--- config.mk ---
export PLATFORM = sky130hd
export DESIGN_NAME = delta_sigma_decimator
export DESIGN_NICKNAME = d
export VERILOG_FILES = /design/src/rtl/dsm_pkg.sv /design/src/rtl/cic_comb_stage.sv /design/src/rtl/delta_sigma_decimator.sv
export SDC_FILE = /design/constraint.sdc
export NUM_CORES = 1
export LEC_CHECK = 0
export CAP_MARGIN = 20
export CORE_MARGIN = 2
export CORE_UTILIZATION = 57
export DETAILED_ROUTE_END_ITERATION = 6
export GPL_TIMING_DRIVEN = 1
export PLACE_DENSITY = 0.75
export SKIP_LAST_GASP = 1
export SLEW_MARGIN = 40
export SYNTH_ARGS = -nofsm -noshare
export SYNTH_HDL_FRONTEND = slang
export SYNTH_SLANG_ARGS = --single-unit
--- constraint.sdc ---
create_clock -name clk_i -period 2.4 [get_ports clk_i]
set_clock_uncertainty 0.1 [all_clocks]
set_input_delay 0.24 -clock clk_i [delete_from_list [all_inputs] [get_ports clk_i]]
set_output_delay 0.24 -clock clk_i [all_outputs]
set_load 0.02 [all_outputs]
--- src/rtl/dsm_pkg.sv ---
// Shared definitions for the delta-sigma decimator family: CIC geometry and
// the output formatter that maps a sinc3 result onto the DAC code range.
package dsm_pkg;

    localparam int CIC_ORDER = 3;

    function automatic int cic_width(input int log2r);
        return CIC_ORDER * log2r + 1;
    endfunction

    // c3 spans [0, 2^(3*log2r)]; centre it, clip the single all-ones overflow
    // code, then keep the top bw bits (floor truncation).
    function automatic logic signed [31:0] cic_format(input logic [31:0] c3,
                                                      input int log2r,
                                                      input int bw);
        longint half;
        longint v;
        half = longint'(1) <<< (CIC_ORDER * log2r - 1);
        v    = longint'({32'd0, c3}) - half;
        if (v > half - 1) begin
            v = half - 1;
        end
        v = v >>> (CIC_ORDER * log2r - bw);
        return 32'(v);
    endfunction

endpackage

--- src/rtl/cic_comb_stage.sv ---
// One CIC comb section: registers x - x_prev and advances its delay when enabled.
module cic_comb_stage #(
    parameter int W = 19
) (
    input  logic         clk,
    input  logic         rst,
    input  logic         en,
    input  logic [W-1:0] x,
    output logic [W-1:0] y
);

    logic [W-1:0] x_prev;

    always_ff @(posedge clk) begin
        if (rst) begin
            y      <= '0;
            x_prev <= '0;
        end else if (en) begin
            y      <= x - x_prev;
            x_prev <= x;
        end
    end

endmodule

--- src/rtl/delta_sigma_decimator.sv ---
// Sinc3 CIC decimator turning a 1-bit delta-sigma stream back into signed
// BW-bit samples scaled identically to the companion DAC's input code.
module delta_sigma_decimator
    import dsm_pkg::*;
#(
    parameter int BW    = 16,
    parameter int LOG2R = 6
) (
    input  logic          clk_i,
    input  logic          rst_i,
    input  logic          ce_i,
    input  logic          ds_i,
    output logic [BW-1:0] dout_o,
    output logic          valid_o
);

    localparam int W = cic_width(LOG2R);

    logic [W-1:0]     i1, i2, i3;
    logic [W-1:0]     c0, c1, c2, c3;
    logic [LOG2R-1:0] cnt;
    logic [3:0]       stage;
    logic [1:0]       warm;
    logic             tick;
    logic signed [31:0] fmt_full;

    assign tick     = ce_i && (cnt == {LOG2R{1'b1}});
    assign fmt_full = cic_format(32'(c3), LOG2R, BW);

    // stage[k] marks the clock k+1 cycles after a tick; wrap in the
    // integrators is cancelled exactly by the combs.
    always_ff @(posedge clk_i) begin
        if (rst_i) begin
            i1      <= '0;
            i2      <= '0;
            i3      <= '0;
            c0      <= '0;
            cnt     <= '0;
            stage   <= '0;
            warm    <= '0;
            dout_o  <= '0;
            valid_o <= 1'b0;
        end else begin
            if (ce_i) begin
                i1  <= i1 + W'(ds_i);
                i2  <= i2 + i1;
                i3  <= i3 + i2;
                cnt <= cnt + LOG2R'(1);
            end
            if (tick) begin
                c0 <= i3;
            end
            stage   <= {stage[2:0], tick};
            valid_o <= 1'b0;
            if (stage[3]) begin
                if (warm == 2'd3) begin
                    dout_o  <= BW'(fmt_full);
                    valid_o <= 1'b1;
                end else begin
                    warm <= warm + 2'd1;
                end
            end
        end
    end

    cic_comb_stage #(.W(W)) u_comb1 (
        .clk (clk_i), .rst (rst_i), .en (stage[0]), .x (c0), .y (c1)
    );

    cic_comb_stage #(.W(W)) u_comb2 (
        .clk (clk_i), .rst (rst_i), .en (stage[1]), .x (c1), .y (c2)
    );

    cic_comb_stage #(.W(W)) u_comb3 (
        .clk (clk_i), .rst (rst_i), .en (stage[2]), .x (c2), .y (c3)
    );

endmodule

==> results.tsv <==
metric	value	unit
initial_core_util	58.5	%
numCtsBuffers	24	
async_flop_share	0	%
synth_area_per_cell	8.63	um^2
cp.required	2720	ps
dp_slack	-259	ps
ioPinCount	21	
crit_fanout	3	
leakage	6.22	nW
ff2ff_setup_slack	-50	ps
grt_overflow_total	0	
synth_top_cell_by_area	dfxtp_1	
p_int	5.97	mW
cp_num_buf_inv	0	
cp-start-kind	flip-flop	
hold_viol	0	
violations	setup timing	
grt_pass1_wl	46600	um
pwr-share-comb	3.1	%
synth_edf_count	0	
clk_pin_slew_worst_paths	60	ps
instances_no_fill	1849	
post-route-cell-area	0.0151	mm^2
synth_common_cells	dfxtp_1 (219), nor2_1 (184), nand2_1 (115)	
die_h	151	um
end_kind	flip-flop	
layout-drive-gt1-share	19.8	%
dp_hpwl	19300	um
nets	1663	
grt_max_degree	103	
drc_errors	0	
grt_pass1_vias	10400	
die_area	0.0229	mm^2
powerDensity	505	mW/mm^2
hp-class	in -> reg	
antenna_found_initial	0	
postCtsHoldBufs	0	
yosys.area.top_type_share	35.4	%
ys_warn_count	0	
synth_most_common_cell	dfxtp_1	
dpl_cell_area	0.0136	mm^2
worstMarginPinSlew	714	ps
coreArea	0.0212	mm^2
synth_cell_types	78	
crit_slowest_cell	dfxtp_4	
clockBufferDepth	3	
drt_iter0_drc	440	
vdd_ir_drop_max	0.501	mV
wl	28400	um
vias	10600	
clkSinkCount	219	
h-tree-depth	1	
yosysSeqAreaShare	35.4	%
antenna_cells	0	
fin_ws	-47.6	ps
cp_data_arrival_time	2770	ps
slowest_delay	360	ps
wl_per_cell	15.3	um
port_buffers	20	
max_cap_viol_count	0	
dp_cells	1789	
power_switching	1.64	mW
viasPerCell	5.74	
critPathKind	reg -> reg	
synthTopCellsByArea	dfxtp_1 (35%), ha_1 (9.7%), mux2i_1 (8.0%)	
pwr-share-seq	48.2	%
cts_root_buffer	clkbuf_16	
dr.pass1.iters	4	
syn_to_final_growth	21.9	%
ys_ff_latch	219	
clock_latency	520	ps
die_w	151	um
globalplace.congestion	0.889	
syn_area	0.0124	mm^2
rsz0062_at_grt	yes	
synthCells	1434	
crit_chain	ha_4, a211o_1, a21o_1, a21oi_4, o31ai_2, a311oi_2, mux2_2, a31o_2	
setup-violations-final	4	
slew_headroom	52.4	%
final_antenna_net_count	0	
pwr-share-clk	48.8	%
period_minus_slack	2450	ps
max_freq	409	MHz
finalCritPeriodShare	102	%
syn_nets	1539	
crit_family	compound AO/OA/AOI/OAI gates	
synthFlopType	dfxtp_1	
cts_tree	done	
report.final.slew_viol_count	0	
status	finished, violations left	
grt_usage	24.2	%
rows	53	
switching_share	21.6	%
routing by layer:
metal  global-route usage (%)  up-vias  part of all wire [%]
met5                        0        -                     0
met4                     9.21        0                   3.4
met3                     2.80       66                   2.4
met2                     46.5      165                    52
met1                     27.1     5024                    42
li1                         -     5354                     -
final timing paths:
check,from,endpoint,cells past startpoint
worst min-delay path,ce_i,i1[0],3
worst min register to register,c0[6],c0[6],2
worst max register to register,i2[1],i3[17],8
worst max-delay path,i2[1],i3[17],8
placed cells by master, fill, tap and decap left out, types with 13 or more instances in the layout:
cell	count
nand4_1	20
nand2b_1	22
inv_1	77
a21oi_1	79
ha_1	85
dfxtp_2	15
o21ai_0	45
nor3_1	13
dfxtp_1	202
a211oi_1	22
o221a_2	15
xor2_1	45
clkbuf_16	25
and3_1	18
clkdlybuf4s50_1	18
mux2i_1	99
o21a_1	13
a21o_1	38
nand2_1	114
nand3_1	13
nor2_1	182
xnor2_1	35
buf_4	132
o22ai_1	14
worst min-delay path, stage by stage:
cell and delay (ps):
buf_2 190, mux2i_1 100, nor2_1 70
kinds of logic after synthesis:
family	share of synthesized area, %
flip-flops	35.4
XOR/XNOR	5.66
AO/OA/AOI/OAI	19.3
buffers and inverters	4.45
AND/OR/NAND/NOR	16.3
multiplexers	8.28
adder cells (fa/ha/maj)	10.5
power groups by stage:
| stage | registers, mW | clock network, mW | logic [mW] |
|---|---|---|---|
| 2_1_floorplan | 3.74 | 0 | 0.149 |
| 3_3_place_gp | 3.75 | 0 | 0.217 |
| 3_5_place_dp | 3.75 | 0 | 0.222 |
| 4_1_cts | 3.67 | 3.77 | 0.228 |
| 5_1_grt | 3.67 | 3.92 | 0.260 |
| 6_report | 3.67 | 3.71 | 0.233 |
final cells by class:
class | instances | area (um^2)
Clock buffer | 34 | 699
Clock inverter | 8 | 95.1
Fill cell | 1616 | 6060
Inverter | 85 | 319
Multi-Input combinational cell | 1071 | 7950
Sequential cell | 219 | 4410
Tap cell | 275 | 344
Timing Repair Buffer | 157 | 1280
stage by stage:
step | utilization [%] | TNS [ps] | hold WS, ps | power [mW]
3_5_place_dp | 64.5 | -3390 | 367 | 3.97
3_3_place_gp | 64.5 | -2640 | 362 | 3.96
4_1_cts | 69.4 | -325 | 23.5 | 7.66
2_1_floorplan | - | -1.18 | 341 | 3.89
6_report | 71.3 | -147 | 21.6 | 7.62
5_1_grt | 71.3 | -1090 | 28.9 | 7.85
repair_timing:
item / 4_1_cts / 5_1_grt
resized for setup: 45 / 85
setup endpoints to repair: 29 / 36
cloned: 0 / 0
buffers inserted: 12 / 7
pin swaps: 24 / 48
Note: power is estimated with default switching activity, not from simulation.
